### src/rtl/minsec_button_conditioner_if.sv
// Button bundle between the pads/consumers and minsec_button_conditioner:
// raw pad levels in, debounced levels and press ticks out.
interface minsec_button_conditioner_if;
    logic btnU_raw;
    logic btnC_raw;
    logic btnD_raw;
    logic btnU;
    logic btnC;
    logic btnD;
    logic btnU_tick;
    logic btnC_tick;
    logic btnD_tick;

    // Master drives the pads and consumes the conditioned outputs
    modport master (
        output btnU_raw, btnC_raw, btnD_raw,
        input  btnU, btnC, btnD,
        input  btnU_tick, btnC_tick, btnD_tick
    );

    modport slave (
        input  btnU_raw, btnC_raw, btnD_raw,
        output btnU, btnC, btnD,
        output btnU_tick, btnC_tick, btnD_tick
    );
endinterface

### src/rtl/minsec_button_conditioner.sv
// Synchronise, debounce and tick-generate the three stopwatch buttons (U, C, D).
// Define MINSEC_BTN_AUTO_REPEAT_EN to add held-button auto-repeat ticks on U and D.
module minsec_button_conditioner #(
    parameter int unsigned DEBOUNCE_CYCLES = 1_000_000,
    parameter int unsigned REPEAT_DELAY    = 50_000_000,
    parameter int unsigned REPEAT_PERIOD   = 10_000_000
) (
    input logic                        clk,
    input logic                        reset_n,
    minsec_button_conditioner_if.slave btn
);
    localparam logic [25:0] DebLast = 26'(DEBOUNCE_CYCLES - 1);

    typedef enum logic [1:0] {
        StIdle,
        StPressWait,
        StPressed,
        StReleaseWait
    } state_t;

    logic [2:0] raw;
    logic [2:0] sync1_q;
    logic [2:0] sync2_q;
    logic [2:0] level;
    logic [2:0] tick;

    // Channel index order: 0 = U, 1 = C, 2 = D
    assign raw = {btn.btnD_raw, btn.btnC_raw, btn.btnU_raw};

    always_ff @(posedge clk or negedge reset_n) begin
        if (!reset_n) begin
            sync1_q <= '0;
            sync2_q <= '0;
        end else begin
            sync1_q <= raw;
            sync2_q <= sync1_q;
        end
    end

    for (genvar i = 0; i < 3; i++) begin : g_chan
        state_t      state_q, state_d;
        logic [25:0] cnt_q, cnt_d;
        logic        level_q, level_d;
        logic        tick_q, tick_d;
        logic        rpt_fire;
        logic        s2;

        assign s2 = sync2_q[i];

        always_comb begin
            state_d = state_q;
            cnt_d   = cnt_q;
            tick_d  = 1'b0;
            unique case (state_q)
                StIdle: begin
                    if (s2) begin
                        state_d = StPressWait;
                        cnt_d   = 26'd1;
                    end
                end
                StPressWait: begin
                    if (!s2) begin
                        state_d = StIdle;
                        cnt_d   = '0;
                    end else if (cnt_q == DebLast) begin
                        state_d = StPressed;
                        cnt_d   = '0;
                        tick_d  = 1'b1;
                    end else begin
                        cnt_d = cnt_q + 26'd1;
                    end
                end
                StPressed: begin
                    if (!s2) begin
                        state_d = StReleaseWait;
                        cnt_d   = 26'd1;
                    end
                end
                StReleaseWait: begin
                    if (s2) begin
                        state_d = StPressed;
                        cnt_d   = '0;
                    end else if (cnt_q == DebLast) begin
                        state_d = StIdle;
                        cnt_d   = '0;
                    end else begin
                        cnt_d = cnt_q + 26'd1;
                    end
                end
                default: begin
                    state_d = StIdle;
                    cnt_d   = '0;
                end
            endcase
            level_d = (state_d == StPressed) || (state_d == StReleaseWait);
        end

        always_ff @(posedge clk or negedge reset_n) begin
            if (!reset_n) begin
                state_q <= StIdle;
                cnt_q   <= '0;
                level_q <= 1'b0;
                tick_q  <= 1'b0;
            end else begin
                state_q <= state_d;
                cnt_q   <= cnt_d;
                level_q <= level_d;
                tick_q  <= tick_d | rpt_fire;
            end
        end

`ifdef MINSEC_BTN_AUTO_REPEAT_EN
        localparam bit          RptEn   = (i != 1);
        localparam logic [25:0] DlyLast = 26'(REPEAT_DELAY - 1);
        localparam logic [25:0] PerLast = 26'(REPEAT_PERIOD - 1);

        logic [25:0] rpt_cnt_q, rpt_cnt_d;
        logic        rpt_armed_q, rpt_armed_d;

        // Counter runs only while the channel stays in PRESSED; armed selects
        // the initial delay versus the steady repeat period.
        always_comb begin
            rpt_cnt_d   = '0;
            rpt_armed_d = 1'b0;
            rpt_fire    = 1'b0;
            if (RptEn && (state_q == StPressed) && (state_d == StPressed)) begin
                rpt_cnt_d   = rpt_cnt_q + 26'd1;
                rpt_armed_d = rpt_armed_q;
                if (rpt_cnt_q == (rpt_armed_q ? PerLast : DlyLast)) begin
                    rpt_fire    = 1'b1;
                    rpt_cnt_d   = '0;
                    rpt_armed_d = 1'b1;
                end
            end
        end

        always_ff @(posedge clk or negedge reset_n) begin
            if (!reset_n) begin
                rpt_cnt_q   <= '0;
                rpt_armed_q <= 1'b0;
            end else begin
                rpt_cnt_q   <= rpt_cnt_d;
                rpt_armed_q <= rpt_armed_d;
            end
        end
`else
        assign rpt_fire = 1'b0;
`endif

        assign level[i] = level_q;
        assign tick[i]  = tick_q;
    end

    assign btn.btnU      = level[0];
    assign btn.btnC      = level[1];
    assign btn.btnD      = level[2];
    assign btn.btnU_tick = tick[0];
    assign btn.btnC_tick = tick[1];
    assign btn.btnD_tick = tick[2];
endmodule

### src/flat_wrapper.sv
// flat-port wrapper written by rule: the top's interface ports become plain ports
module minsec_button_conditioner_flat 
#(
    parameter int unsigned DEBOUNCE_CYCLES = 1_000_000,
    parameter int unsigned REPEAT_DELAY    = 50_000_000,
    parameter int unsigned REPEAT_PERIOD   = 10_000_000
)
  (clk, reset_n, btn_btnU_raw, btn_btnC_raw, btn_btnD_raw, btn_btnU, btn_btnC, btn_btnD, btn_btnU_tick, btn_btnC_tick, btn_btnD_tick);
  minsec_button_conditioner_if btn_i ();
  input logic clk;
  input logic reset_n;
  input wire logic [$bits(btn_i.btnU_raw)-1:0] btn_btnU_raw;
  input wire logic [$bits(btn_i.btnC_raw)-1:0] btn_btnC_raw;
  input wire logic [$bits(btn_i.btnD_raw)-1:0] btn_btnD_raw;
  output wire logic [$bits(btn_i.btnU)-1:0] btn_btnU;
  output wire logic [$bits(btn_i.btnC)-1:0] btn_btnC;
  output wire logic [$bits(btn_i.btnD)-1:0] btn_btnD;
  output wire logic [$bits(btn_i.btnU_tick)-1:0] btn_btnU_tick;
  output wire logic [$bits(btn_i.btnC_tick)-1:0] btn_btnC_tick;
  output wire logic [$bits(btn_i.btnD_tick)-1:0] btn_btnD_tick;
  assign btn_i.btnU_raw = btn_btnU_raw;
  assign btn_i.btnC_raw = btn_btnC_raw;
  assign btn_i.btnD_raw = btn_btnD_raw;
  assign btn_btnU = btn_i.btnU;
  assign btn_btnC = btn_i.btnC;
  assign btn_btnD = btn_i.btnD;
  assign btn_btnU_tick = btn_i.btnU_tick;
  assign btn_btnC_tick = btn_i.btnC_tick;
  assign btn_btnD_tick = btn_i.btnD_tick;
  minsec_button_conditioner #(.DEBOUNCE_CYCLES(DEBOUNCE_CYCLES), .REPEAT_DELAY(REPEAT_DELAY), .REPEAT_PERIOD(REPEAT_PERIOD)) u_core (.clk(clk), .reset_n(reset_n), .btn(btn_i));
endmodule
### config.mk
export PLATFORM = sky130hd
export DESIGN_NAME = minsec_button_conditioner_flat
export DESIGN_NICKNAME = d
export VERILOG_FILES = /design/src/rtl/minsec_button_conditioner_if.sv /design/src/rtl/minsec_button_conditioner.sv /design/src/flat_wrapper.sv
export SDC_FILE = /design/constraint.sdc
export NUM_CORES = 1
export LEC_CHECK = 0
export ABC_AREA = 1
export BUFFER_PORTS_ARGS = -buffer_cell sky130_fd_sc_hd__buf_2
export CAP_MARGIN = 10
export CORE_ASPECT_RATIO = 0.6
export CORE_UTILIZATION = 55
export DETAILED_ROUTE_END_ITERATION = 10
export GPL_TIMING_DRIVEN = 0
export PLACE_DENSITY = 0.72
export SLEW_MARGIN = 5
export SYNTH_ARGS = -nofsm -noshare
export SYNTH_HDL_FRONTEND = slang
export SYNTH_SLANG_ARGS = --single-unit
### constraint.sdc
create_clock -name clk -period 2.7 [get_ports clk]
set_clock_uncertainty 0.05 [all_clocks]
set_input_delay 0.135 -clock clk [delete_from_list [all_inputs] [get_ports clk]]
set_output_delay 0.135 -clock clk [all_outputs]
set_load 0.01 [all_outputs]
==> results of run 1 <==
[path summary, 6_finish.rpt]
check | start | to | slack [ps]
max | u_core.g_chan[0].cnt_q[0]$_DFFE_PN0P_ | u_core.g_chan[0].cnt_q[16]$_DFFE_PN0P_ | 870
min | reset_n | u_core.g_chan[2].cnt_q[24]$_DFFE_PN0P_ | 230
max reg2reg | u_core.g_chan[0].cnt_q[0]$_DFFE_PN0P_ | u_core.g_chan[0].cnt_q[16]$_DFFE_PN0P_ | 870
min reg2reg | u_core.sync1_q[1]$_DFF_PN0_ | u_core.sync2_q[1]$_DFF_PN0_ | 300
max in group asynchronous | reset_n | u_core.sync2_q[0]$_DFF_PN0_ | 1700
min in group clk | u_core.sync1_q[1]$_DFF_PN0_ | u_core.sync2_q[1]$_DFF_PN0_ | 300
[layer usage]
metal / wire [um] / share of wire (%) / vias up
met3: 931 / 6.9 / 14
met4: 137 / 1.0 / 0
li1: - / - / 2688
met2: 5460 / 40 / 163
met1: 6990 / 52 / 2531
met5: 0 / 0 / -
[sequential cells by signal, summed over array words and instances, names as in the netlist]
name,flops
u_core.btn.btnD_tick,1
u_core.btn.btnU,1
u_core.btn.btnC,1
u_core.btn.btnD,1
u_core.sync2_q,3
u_core.g_chan.state_q,6
u_core.sync1_q,3
u_core.btn.btnU_tick,1
u_core.g_chan.cnt_q,78
u_core.btn.btnC_tick,1
[cell usage in the layout (no fill, tap or decap), types with 2 or more instances in the layout]
cell | Yosys | routed
ha_1 | 3 | 3
o21ai_2 | 5 | 5
clkbuf_16 | 0 | 9
bufinv_16 | 0 | 2
nand2_4 | 2 | 2
o21bai_1 | 3 | 3
clkbuf_1 | 1 | 3
nand4_2 | 2 | 2
nand3_1 | 82 | 82
nor3_1 | 13 | 13
xnor2_1 | 7 | 7
xor2_1 | 25 | 25
dfrtp_1 | 96 | 96
o21ai_0 | 19 | 19
inv_2 | 9 | 9
inv_1 | 89 | 89
o21ai_1 | 7 | 7
dlygate4sd3_1 | 0 | 4
or2_2 | 4 | 4
buf_2 | 6 | 15
nor3_2 | 2 | 2
buf_4 | 1 | 2
nand2_2 | 11 | 11
nor2_4 | 9 | 9
nor2_1 | 83 | 83
nand4_1 | 25 | 25
nand2_1 | 281 | 281
a21oi_1 | 3 | 3
nor2_2 | 17 | 17
buf_6 | 6 | 6
nand3_2 | 16 | 16
a21o_1 | 2 | 2
[worst max-delay path, delay by kind of cell, from the launching register on]
family	cells	cell delay, ps
AOI/OAI and AO/OA	1	50
adders and majority gates	1	210
DFF	1	390
and+or+nand+nor	8	1000
[repair_timing]
item / in CTS / in global routing
endpoints found under the setup margin: 0 / 0
hold buffers: 4 / 0
resized for setup: 0 / 0
endpoints found under the hold margin: 34 / 0
[cell families after synthesis]
family                     share of synthesized area (%)
adders and majority gates                          0.622
xor gates and xnor gates                            4.65
DFF                                                 39.8
buffers and inverters                               8.15
AOI/OAI and AO/OA                                   3.88
and+or+nand+nor                                     42.9
[power breakdown]
| part | internal, mW | switching [mW] |
|---|---|---|
| clock | 0.813 | 0.561 |
| combinational | 0.0522 | 0.111 |
| sequential | 1.46 | 0.0210 |
[final cells by class]
cell class	instances	area (um2)	area share, %
multi-input combinational	627	3140	47.3
sequential	96	2400	36.2
inverter	98	368	5.54
clock buffer	11	233	3.50
tap	139	174	2.62
buffer	15	124	1.87
timing repair buffer	15	120	1.81
clock inverter	5	81.3	1.22
[through the flow]
stage          power (mW)  util [%]  hold slack (ps)
6_report             3.02      62.5              235
5_1_grt              3.12      62.5              283
4_1_cts              3.04      62.5              241
3_5_place_dp         1.67      59.1             64.9
3_3_place_gp         1.66      58.8              196
2_1_floorplan        1.60         -             -211
==> results by group, run 1 <==
Outcome
  • Status: finished, final reports clean

Synthesis
  • Mapped Area: 6030 um2
  • Asr flop ratio synth: 100%
  • Seq/Total Area, Yosys: 39.8%
  • Top cell type's share of synthesized area: 39.8%
  • Most area-consuming cells after synthesis: dfrtp_1, nand2_1, nand3_1
  • Synth Register Bits: 96
  • Cell with the most instances after synthesis: nand2_1
  • Mean post-synth cell area: 7.22 um2
  • Synth area leader: dfrtp_1
  • Post-Synthesis Cells: 836
  • Synth cell types: 36
  • Syn Nets: 844
  • EDFF count, synth: 0
  • Primary FF master, synth: dfrtp_1
  • Ys Warns: 0
  • Synth cell count leaders: nand2_1, dfrtp_1, inv_1, nor2_1, nand3_1

Worst setup path
  • Slowest cell on crit path: dfrtp_1
  • Number of cells on the worst reg-to-reg path: 10
  • Worst Path Arrival: 2000 ps
  • CP startpoint kind: flop
  • Crit end category: flop
  • Worst stage delay on the critical path: 390 ps
  • Crit-path most repeated cell: nand2_1
  • Crit path cell chain: ha_1, nand2_1, nor2_1, nand2_1, nor2_4, nand2_1, nand2_1, nand2_1, nand2_1, o21ai_1
  • Crit Path Max Fanout: 10
  • CP Class: reg -> reg
  • Critical Path RT: 2880 ps

CTS
  • Clk Latency, worst-skew pair: 340 ps
  • CTS max path bufs: 2
  • Clock sinks: 96
  • CTS tree: done
  • Htree depth: 3
  • Post-CTS Setup Bufs: 0
  • Clock slew at reported path FFs: 70 ps
  • Root Driver: clkbuf_16
  • Num CTS Buffers: 9

Timing
  • Setup ws final: 873 ps
  • Max-Slew Margin vs Limit: 69.2%
  • Setup violators final: 0
  • Final hold vios: 0
  • Final Max Slew Viols: 0
  • Unrepaired setup endpoints after global routing: false
  • Worst slew pin tran: 461 ps
  • FMAX: 0.547 GHz
  • Setup TNS Final: 0 ps
  • Period minus WS final: 1830 ps
  • Crit share post-route: 67.7%

Final layout
  • Final Non-Filler Cells: 1006
  • Final Cell Area: 6640 um2
  • Layout cells sized above 1: 13.7%
  • Fillcell total: 947
  • Ant diodes: 0
  • Final nets: 870
  • Area delta synth->final: 10.1%

Global route
  • First-pass GRT wire length: 23400 um
  • Antenna violations before repair: 0
  • Vias in the first global route: 4922
  • M3 GR Usage: 6.84%
  • Largest net degree at the start of global routing: 66
  • Overflow after GRT: 0
  • GR Util met2: 36.3%
  • Global routing usage on met1: 40.4%
  • Overall Global Routing Usage: 26.2%
  • Grt peak-use layer: met1

Place
  • DP Worst Slack: 944 ps
  • DP Area: 6290 um2
  • GPL Wtd Cong: 0.907
  • Cells after DPL: 986
  • Port buffer count: 10
  • HPWL after DPL: 9990 um

Hold path
  • Worst hold-check path type: in -> async

Die
  • DIE WIDTH: 137 um
  • Initial Utilization: 56.7%
  • # IOs: 11
  • Area of the core: 10600 um2
  • DIE HEIGHT: 83.1 um
  • Num rows: 29
  • Die Footprint: 11400 um2

Flow run
  • Max Cap Violations: 0

Drt
  • Drt drc: 0
  • Pre-Repair DR Iteration Count: 5
  • Post-route ant nets: 0
  • Total number of vias: 5396
  • Per-cell routed wire length: 13.4 um
  • Initial drt markers: 482
  • DR vias/cell: 5.36
  • Final WL: 13500 um

Power and ir drop
  • Worst VDD drop: 384 uV
  • Pwr/cell area: 455 nW/um2
  • P_leak: 3.15 nW
Power figures use the tool's default switching activity.
==> run 2: changes to the inputs <==
--- a/config.mk
+++ b/config.mk
@@ -5,14 +5,14 @@
 export SDC_FILE = /design/constraint.sdc
 export NUM_CORES = 1
 export LEC_CHECK = 0
-export ABC_AREA = 1
+export ABC_AREA = 0
 export BUFFER_PORTS_ARGS = -buffer_cell sky130_fd_sc_hd__buf_2
 export CAP_MARGIN = 10
 export CORE_ASPECT_RATIO = 0.6
 export CORE_UTILIZATION = 55
 export DETAILED_ROUTE_END_ITERATION = 10
 export GPL_TIMING_DRIVEN = 0
-export PLACE_DENSITY = 0.72
+export PLACE_DENSITY = 0.75
 export SLEW_MARGIN = 5
 export SYNTH_ARGS = -nofsm -noshare
 export SYNTH_HDL_FRONTEND = slang
==> constraint.sdc (replaced) <==
create_clock -name clk -period 1.5 [get_ports clk]
set_clock_uncertainty 0.05 [all_clocks]
set_input_delay 0.075 -clock clk [delete_from_list [all_inputs] [get_ports clk]]
set_output_delay 0.075 -clock clk [all_outputs]
set_load 0.01 [all_outputs]
==> run 2 against run 1 <==
Effect of this change: the run now ends with setup timing left; cell count fell by 22%; synthesized area fell by 14%; via count fell by 1.4%; worst hold slack got worse by 75 ps; sequential power rose by 91%; power rose by 96%.
==> results by group, run 2 <==
Timing
  • Setup TNS Final: -49330 ps (-49330 ps)
  • Setup ws final: -702 ps (-1570 ps)
  • Max-Slew Margin vs Limit: 42.9% (-26 points)
  • Crit share post-route: 147% (+79 points)
  • Hold Slack: 160 ps (-74.6 ps)
  • Final hold vios: 0 (unchanged)
  • Final Max Slew Viols: 0 (unchanged)
  • Unrepaired setup endpoints after global routing: true
  • Period minus WS final: 2200 ps (+375 ps)
  • FMAX: 0.454 GHz (-17%)
  • Worst slew pin tran: 854 ps (+392 ps)
  • Setup violators final: 89 (+89)

CTS
  • CTS max path bufs: 2 (unchanged)
  • Clock sinks: 96 (unchanged)
  • Htree depth: 3 (unchanged)
  • Num CTS Buffers: 9 (unchanged)
  • Root Driver: clkbuf_16
  • Clock slew at reported path FFs: 70 ps (about the same)
  • CTS tree: done
  • Clk Latency, worst-skew pair: 350 ps (about the same)

Worst setup path
  • Slowest cell on crit path: or4b_1
  • Crit-path leading delay family: simple AND/OR/NAND/NOR gates
  • Crit path cell chain: or4b_1, nor3_2, a21oi_2, buf_6, buf_8, a21oi_1, a31oi_1
  • CP startpoint kind: flop
  • Worst Path Arrival: 2360 ps (+360 ps)
  • Crit Path Max Fanout: 8 (-2)
  • Worst stage delay on the critical path: 590 ps (+200 ps)
  • CP Class: reg -> reg
  • Critical Path RT: 1660 ps (-1220 ps)
  • WP depth: 7 (-3)
  • Crit end category: flop
  • Buf/Inv on CP: 2 (+2)
  • Number of cells on the worst reg-to-reg path: 7 (-3)

Synthesis
  • Ys Warns: 0 (unchanged)
  • Cell with the most instances after synthesis: dfrtp_1
  • Primary FF master, synth: dfrtp_1
  • Synth Register Bits: 96 (unchanged)
  • Synth cell types: 55 (+53%)
  • Seq/Total Area, Yosys: 46.1% (+6.3 points)
  • Synth area leader: dfrtp_1
  • Top cell type's share of synthesized area: 46.1% (+6.3 points)
  • Mapped Area: 5210 um2 (-14%)
  • Syn Nets: 567 (-33%)
  • Asr flop ratio synth: 100% (unchanged)
  • EDFF count, synth: 0 (unchanged)
  • Post-Synthesis Cells: 559 (-33%)
  • Most area-consuming cells after synthesis: dfrtp_1, a31oi_1, nand2_1
  • Mean post-synth cell area: 9.33 um2 (+29%)
  • Synth cell count leaders: dfrtp_1, nand2_1, a31oi_1, a21oi_1, nand3_1

Place
  • GPL Wtd Cong: 0.879 (-3.1%)
  • DP Worst Slack: -855 ps (-1800 ps)
  • Port buffer count: 10 (unchanged)
  • HPWL after DPL: 8940 um (-10%)

Final layout
  • Area delta synth->final: 44.0%
  • Regs by FF count: u_core.g_chan.cnt_q x78, u_core.g_chan.state_q x6
  • Layout cells sized above 1: 46.5% (+33 points)
  • Ant diodes: 0 (unchanged)
  • Largest register FFs: 78 (unchanged)
  • Fillcell total: 517 (-45%)
  • Fin util: 81.7% (+19 points)
  • Top reg by flops: u_core.g_chan.cnt_q
  • Commonest non-fill, non-tap cell in the layout: dfrtp_1
  • Final nets: 659 (-24%)
  • Commonest cells after routing, fill and taps aside: dfrtp_1, buf_4, nand2_1, a31oi_1, a21oi_2

Drt
  • Post-route ant nets: 0 (unchanged)
  • Per-cell routed wire length: 21.8 um (+63%)
  • Total number of vias: 5318 (-1.4%)
  • Pre-Repair DR Iteration Count: 6 (+1)
  • DR vias/cell: 6.77 (+26%)
  • Final WL: 17200 um (+27%)
  • Initial drt markers: 691 (+43%)
  • Drt drc: 0 (unchanged)

Die
  • Die Footprint: 9890 um2 (-13%)
  • # IOs: 11 (unchanged)
  • Num rows: 27 (-6.9%)
  • DIE WIDTH: 128 um (-6.9%)
  • DIE HEIGHT: 77.4 um (-6.9%)
  • Initial Utilization: 56.7% (about the same)
  • Area of the core: 9190 um2 (-14%)

Outcome
  • Failing checks: setup timing
  • Status: finished, violations left

Global route
  • Vias in the first global route: 4783 (-2.8%)
  • First-pass GRT wire length: 24800 um (+5.8%)
  • Overflow after GRT: 0 (unchanged)
  • Antenna violations before repair: 0 (unchanged)
  • Largest net degree at the start of global routing: 67 (+1.5%)
  • Overall Global Routing Usage: 32.4% (+6.2 points)

Power and ir drop
  • Pwr/cell area: 787 nW/um2 (+73%)
  • P_leak: 3.03 nW (-3.8%)
  • Worst VDD drop: 623 uV (+62%)

Flow run
  • Max Cap Violations: 0 (unchanged)

Hold path
  • Worst hold-check path type: in -> async
## run 2: cell count changes in the layout (fill, tap and decap cells not counted), moves of 26 or more
cell	before	now
a21oi_2	0	31
a31oi_1	0	44
buf_4	2	49
dfrtp_1	96	70
dfrtp_2	0	26
inv_1	89	13
nand2_1	281	44
nand3_1	82	21
nor2_1	83	20
## run 2: through the flow
step	power, mW	cells	area (um2)
6_report	5.91	786	7510
5_1_grt	6.10	786	7510
4_1_cts	5.76	763	6850
3_5_place_dp	3.45	700	5780
3_3_place_gp	3.41	699	5750
2_1_floorplan	3.26	559	5540
## run 2: cell type report
cell class / count / area (um2) / area share (%)
Multi-Input combinational cell: 419 / 3520 / 46.8
Clock inverter: 5 / 41.3 / 0.550
Timing Repair Buffer: 84 / 802 / 10.7
Inverter: 13 / 48.8 / 0.650
Clock buffer: 11 / 233 / 3.10
Tap cell: 130 / 163 / 2.17
Buffer: 28 / 268 / 3.57
Sequential cell: 96 / 2430 / 32.4
## run 2: layer usage
| layer | vias up | routed length (um) | track usage [%] |
|---|---|---|---|
| li1 | 2324 | - | - |
| met4 | 0 | 511 | 9.18 |
| met2 | 295 | 7880 | 48.5 |
| met3 | 55 | 1490 | 9.66 |
| met5 | - | 0 | 0 |
| met1 | 2644 | 7290 | 45.6 |
## run 2: cells by family (layout without fill, tap and decap cells)
kind of cell	after synthesis	count (layout)	synth area share (%)
xor gates and xnor gates	6	6	1.01
DFF	96	96	46.1
buffers and inverters	46	141	4.34
adders and majority gates	3	3	0.720
and+or+nand+nor	231	231	25.2
muxes	16	16	3.24
AOI/OAI and AO/OA	161	163	19.4
## run 2: what timing repair did
action / 4_1_cts / 5_1_grt
cloned: 11 / 2
pin swaps: 50 / 53
setup endpoints to repair: 89 / 89
hold endpoints to repair: 33 / 0
hold buffers: 4 / 0
setup buffers: 34 / 27
resized for setup: 100 / 98
## run 2: worst paths after layout
| kind | startpoint | endpoint | slack, ps |
|---|---|---|---|
| min in group clk | u_core.sync1_q[0]$_DFF_PN0_ | u_core.sync2_q[0]$_DFF_PN0_ | 300 |
| min | reset_n | u_core.g_chan[1].cnt_q[0]$_DFFE_PN0P_ | 160 |
| max | u_core.g_chan[1].cnt_q[12]$_DFFE_PN0P_ | u_core.g_chan[1].cnt_q[16]$_DFFE_PN0P_ | -700 |
| min reg2reg | u_core.sync1_q[0]$_DFF_PN0_ | u_core.sync2_q[0]$_DFF_PN0_ | 300 |
| max in group asynchronous | reset_n | u_core.g_chan[0].cnt_q[1]$_DFFE_PN0P_ | 520 |
| max reg2reg | u_core.g_chan[1].cnt_q[12]$_DFFE_PN0P_ | u_core.g_chan[1].cnt_q[16]$_DFFE_PN0P_ | -700 |
## run 2: power breakdown
part / internal (mW) / switching [mW] / leakage [nW]
Clock: 1.14 / 1.04 / 0.126
Sequential: 2.70 / 0.127 / 1.27
Combinational: 0.390 / 0.518 / 1.64
